===== src/rtl/gmux_sel_pkg.sv =====
// Shared types and widths for the glitch-free clock mux select controller.
// Pure declarations: no logic, no latency, no flow control.
package gmux_sel_pkg;

  localparam int CNT_W = 8;
  localparam int SWC_W = 8;

  typedef enum logic [2:0] {
    ST_IDLE,
    ST_GATE_OFF,
    ST_SWITCH,
    ST_GATE_ON,
    ST_ACK
  } state_t;

endpackage


===== src/rtl/gmux_dly_cnt.sv =====
// Loadable down-counter with zero flag; load takes effect on the next edge.
// Stops at zero until reloaded; no flow control.
module gmux_dly_cnt
  import gmux_sel_pkg::*;
(
  input  logic             clk,
  input  logic             rst_n,
  input  logic             load,
  input  logic [CNT_W-1:0] load_val,
  output logic [CNT_W-1:0] cnt,
  output logic             zero
);

  always_ff @(posedge clk or negedge rst_n) begin
    if (!rst_n) begin
      cnt <= '0;
    end else if (load) begin
      cnt <= load_val;
    end else if (cnt != '0) begin
      cnt <= cnt - 1'b1;
    end
  end

  assign zero = (cnt == '0);

endmodule


===== src/rtl/gmux_sel_ctrl.sv =====
// Sequences a clock-mux select change: gate off, switch, settle, gate on; Q+S+1 cycles to done.
// One request in flight; req_ready is low from accept until the sequence returns to idle.
module gmux_sel_ctrl
  import gmux_sel_pkg::*;
#(
  parameter int QUIET_CYCLES  = 4,
  parameter int SETTLE_CYCLES = 4,
  parameter bit INIT_SEL      = 1'b0
) (
  input  logic             clk,
  input  logic             rst_n,
  input  logic             req_valid,
  input  logic             req_sel,
  output logic             req_ready,
  output logic             is0,
  output logic             gate_en,
  output logic             busy,
  output logic             done,
  output logic [SWC_W-1:0] sw_count
);

  localparam logic [CNT_W-1:0] QUIET_LD  = CNT_W'(QUIET_CYCLES - 1);
  localparam logic [CNT_W-1:0] SETTLE_LD = CNT_W'(SETTLE_CYCLES - 1);

  state_t           state, state_nxt;
  logic             sel_q;
  logic             accept;
  logic             cnt_load;
  logic [CNT_W-1:0] cnt_val;
  logic [CNT_W-1:0] cnt;
  logic             cnt_zero;

  assign accept = req_valid & req_ready;

  gmux_dly_cnt u_dly_cnt (
    .clk      (clk),
    .rst_n    (rst_n),
    .load     (cnt_load),
    .load_val (cnt_val),
    .cnt      (cnt),
    .zero     (cnt_zero)
  );

  always_comb begin
    state_nxt = state;
    cnt_load  = 1'b0;
    cnt_val   = '0;
    case (state)
      ST_IDLE: begin
        if (accept) begin
          if (req_sel != is0) begin
            state_nxt = ST_GATE_OFF;
            cnt_load  = 1'b1;
            cnt_val   = QUIET_LD;
          end else begin
            state_nxt = ST_ACK;
          end
        end
      end
      ST_GATE_OFF: begin
        if (cnt_zero) begin
          state_nxt = ST_SWITCH;
          cnt_load  = 1'b1;
          cnt_val   = SETTLE_LD;
        end
      end
      ST_SWITCH: begin
        if (cnt_zero) state_nxt = ST_GATE_ON;
      end
      ST_GATE_ON, ST_ACK: state_nxt = ST_IDLE;
      default:            state_nxt = ST_IDLE;
    endcase
  end

  // Outputs are registered from the next state so every port comes straight off a flop.
  always_ff @(posedge clk or negedge rst_n) begin
    if (!rst_n) begin
      state     <= ST_IDLE;
      sel_q     <= INIT_SEL;
      is0       <= INIT_SEL;
      gate_en   <= 1'b1;
      req_ready <= 1'b1;
      busy      <= 1'b0;
      done      <= 1'b0;
      sw_count  <= '0;
    end else begin
      state     <= state_nxt;
      if (accept) sel_q <= req_sel;
      if (state == ST_GATE_OFF && state_nxt == ST_SWITCH) is0 <= sel_q;
      gate_en   <= !(state_nxt == ST_GATE_OFF || state_nxt == ST_SWITCH);
      req_ready <= (state_nxt == ST_IDLE);
      busy      <= (state_nxt != ST_IDLE);
      done      <= (state_nxt == ST_GATE_ON || state_nxt == ST_ACK);
      if (state_nxt == ST_GATE_ON && sw_count != '1) sw_count <= sw_count + SWC_W'(1);
    end
  end

endmodule


===== config.mk =====
export PLATFORM = sky130hd
export DESIGN_NAME = gmux_sel_ctrl
export DESIGN_NICKNAME = d
export VERILOG_FILES = /design/src/rtl/gmux_sel_pkg.sv /design/src/rtl/gmux_dly_cnt.sv /design/src/rtl/gmux_sel_ctrl.sv
export SDC_FILE = /design/constraint.sdc
export NUM_CORES = 1
export LEC_CHECK = 0
export ABC_AREA = 1
export BUFFER_PORTS_ARGS = -buffer_cell sky130_fd_sc_hd__buf_2
export CAP_MARGIN = 0
export CORE_UTILIZATION = 40
export DETAILED_ROUTE_END_ITERATION = 10
export GPL_ROUTABILITY_DRIVEN = 0
export SLEW_MARGIN = 20
export SYNTH_ARGS = -nofsm -noshare
export SYNTH_HDL_FRONTEND = slang
export SYNTH_SLANG_ARGS = --single-unit

===== constraint.sdc =====
create_clock -name clk -period 1.9 [get_ports clk]
set_input_delay 0.19 -clock clk [delete_from_list [all_inputs] [get_ports clk]]
set_output_delay 0.19 -clock clk [all_outputs]
set_load 0.005 [all_outputs]

==> flow_summary.json <==
{
  "clock_tree.buffer_depth": 2,
  "post-route-util_pct": 49.0,
  "ir_worst_vdd_mv": 0.449,
  "worst_skew_pair.late_latency_ps": 310,
  "cts_resized": 0,
  "drt_iter0_markers": 30,
  "dr.pass1.iters": 4,
  "synth.cell_area_mm2": 0.00137,
  "post_cts_buffers": 0,
  "worstSetupEndpointType": "flip-flop",
  "clockRootBuffer": "clkbuf_4",
  "grt_max_degree": 26,
  "clock_sinks": 25,
  "hp-class": "in -> reg",
  "grt.overflow.total": 0,
  "drv_slew": 0,
  "antenna_found_initial": 0,
  "rrSetupSlack_ps": 310,
  "synth-seq-cells": 25,
  "ant_nets": 0,
  "cp_common_cell": "nor2_1",
  "syn_to_final_growth_pct": 12.6,
  "total_power_w": 0.00190,
  "met1_length_mm": 1.21,
  "vias": 1103,
  "synth-seq-area-share_pct": 45.8,
  "drv_cap": 0,
  "syn_avg_cell_area_um2": 7.71,
  "multi_input_area_um2": 632,
  "dp.cells": 238,
  "cts_buffers": 3,
  "rsz0062_at_grt": "no",
  "crit_slowest_cell": "dfrtp_1",
  "yosys_warnings": 0,
  "final.setup.tns_ps": 0,
  "place.detailed.hpwl_mm": 1.97,
  "cp.arrival_ps": 1850,
  "ios": 17,
  "tightest_slew_ps": 574,
  "die-area_mm2": 0.00367,
  "met3_length_um": 62,
  "rows": 20,
  "yosys.area.top_type_share_pct": 41.9,
  "timing.final.hold_violations": 0,
  "grt_pass1_wl_mm": 4.44,
  "layout.cells.non_filler": 243,
  "worstPathMaxFanout": 6,
  "met2_length_mm": 1.28,
  "crit_chain": "inv_1 > ha_1 > nand2_2 > nor2_8 > nor2_1 > nor2_2 > nand2_1 > nor2_1",
  "power_density_mw_per_mm2": 1230,
  "die_width_um": 60.6,
  "die_h_um": 60.6,
  "regArea_um2": 628,
  "coreArea_mm2": 0.00315,
  "drc_errors": 0,
  "yosys-top-cells-area": "dfrtp_1 42%, nand2_1 17%, inv_1 8.2%",
  "worstPathRequired_ps": 2160,
  "status": "finished clean",
  "grt_usage_pct": 16.5,
  "drt-vias-per-instance": 4.54,
  "min_period_ps": 1590,
  "relSlewSlack_pct": 61.7,
  "htreeDepth": 1,
  "fin_nets": 206,
  "finClkSkew_ps": 2.85,
  "start_util_pct": 43.5,
  "routed_wl_mm": 2.57,
  "syn_inst": 178,
  "static-leakage-power_nw": 0.923,
  "cp-start-kind": "flip-flop",
  "grt_pass1_vias": 1043,
  "port_buffers": 16,
  "yosys.area.top_type": "dfrtp_1",
  "synth_nets": 184,
  "path_clk_slew_ps": 140,
  "setup_violations": 0,
  "yosys.cell_types.count": 20,
  "cts_tree": "done",
  "fmaxAchievable_mhz": 629,
  "fin_crit_sh_pct": 83.7,
  "drive_gt1_share_pct": 16.1,
  "n_fill_cell": 331,
  "max_stage_delay_ps": 410,
  "path_class": "reg -> reg",
  "antenna_cells": 0,
  "routedWlPerCell_um": 10.6,
  "dr.max_layer_used": "met4"
}
where the power goes:
group / leakage, nW / switching (W) / internal, W / total, W
Combinational: 0.588 / 0.000512 / 0.000300 / 0.000812
Clock: 0.0177 / 0.000160 / 0.0000787 / 0.000239
Sequential: 0.318 / 0.000131 / 0.000715 / 0.000846
Total: 0.923 / 0.000803 / 0.00109 / 0.00190
metal layers:
| layer | up-vias | track usage [%] |
|---|---|---|
| li1 | 579 | - |
| met1 | 509 | 20.4 |
| met2 | 13 | 29.2 |
| met3 | 2 | 1.92 |
| met4 | 0 | 6.82 |
| met5 | - | 0 |
layout make-up:
type	count	share of cell area, %
repair buffers	17	5.83
clock inverters	1	0.324
multi-input cells	123	40.9
flip-flops and latches	25	40.6
inverters	30	7.29
clock buffers	3	1.46
well taps	44	3.56
final timing paths:
| kind | depth (start not counted) | start | end |
|---|---|---|---|
| max | 8 | u_dly_cnt.cnt[0]$_DFFE_PN0P_ | req_ready$_DFF_PN1_ |
| min | 3 | req_sel | sel_q$_DFFE_PN0P_ |
| max reg2reg | 8 | u_dly_cnt.cnt[0]$_DFFE_PN0P_ | req_ready$_DFF_PN1_ |
| min reg2reg | 2 | sel_q$_DFFE_PN0P_ | sel_q$_DFFE_PN0P_ |
| max in group asynchronous | 2 | rst_n | gate_en$_DFF_PN1_ |
| min in group asynchronous | 2 | rst_n | sel_q$_DFFE_PN0P_ |
cells in the mapped netlist, drive strengths merged:
cell type / n
nand2: 64
inv: 30
nor2: 24
dfrtp: 23
nand3: 13
xor2: 7
o21ai: 6
nor3: 3
dfstp: 2
ha: 2
nand4: 2
a21oi: 1
nand3b: 1
flip-flops by register name, summed over array words and instances, names as in the netlist:
register       count
busy               1
done               1
gate_en            1
is0                1
req_ready          1
sel_q              1
state              3
sw_count           8
u_dly_cnt.cnt      8
layout by cell type, fill, tap and decap left out, types with 3 or more instances in the layout:
| master | n |
|---|---|
| nand3_1 | 11 |
| buf_2 | 16 |
| xor2_1 | 7 |
| nand2_1 | 62 |
| nor2_1 | 20 |
| inv_1 | 30 |
| o21ai_0 | 4 |
| dfrtp_1 | 23 |
| clkbuf_4 | 3 |
through the flow:
step | hold slack [ps] | setup WS [ps] | cell area [µm²]
4_1_cts | 131 | 296 | 1550
2_1_floorplan | -106 | 500 | 1370
6_report | 143 | 309 | 1550
5_1_grt | 120 | 126 | 1550
3_3_place_gp | 206 | 398 | 1510
3_5_place_dp | 215 | 330 | 1510
timing repair:
| action | 4_1_cts | 5_1_grt |
|---|---|---|
| hold endpoints to repair | 23 | 0 |
| hold buffers | 1 | 0 |
| setup endpoints to repair | 0 | 0 |
logic make-up after synthesis:
| group | after synthesis | share of synthesized area (%) |
|---|---|---|
| and+or+nand+nor | 107 | 37.2 |
| buffers and inverters | 30 | 8.20 |
| DFF | 25 | 45.8 |
| AOI/OAI and AO/OA | 7 | 2.55 |
| xor gates and xnor gates | 7 | 4.47 |
| adders and majority gates | 2 | 1.82 |
worst max-delay path: cells and delay by family (launching register included):
| family | cells | cell delay, ps |
|---|---|---|
| and+or+nand+nor | 6 | 720 |
| adders and majority gates | 1 | 300 |
| buffers and inverters | 1 | 110 |
| DFF | 1 | 410 |
(Power assumes the default switching activity.)
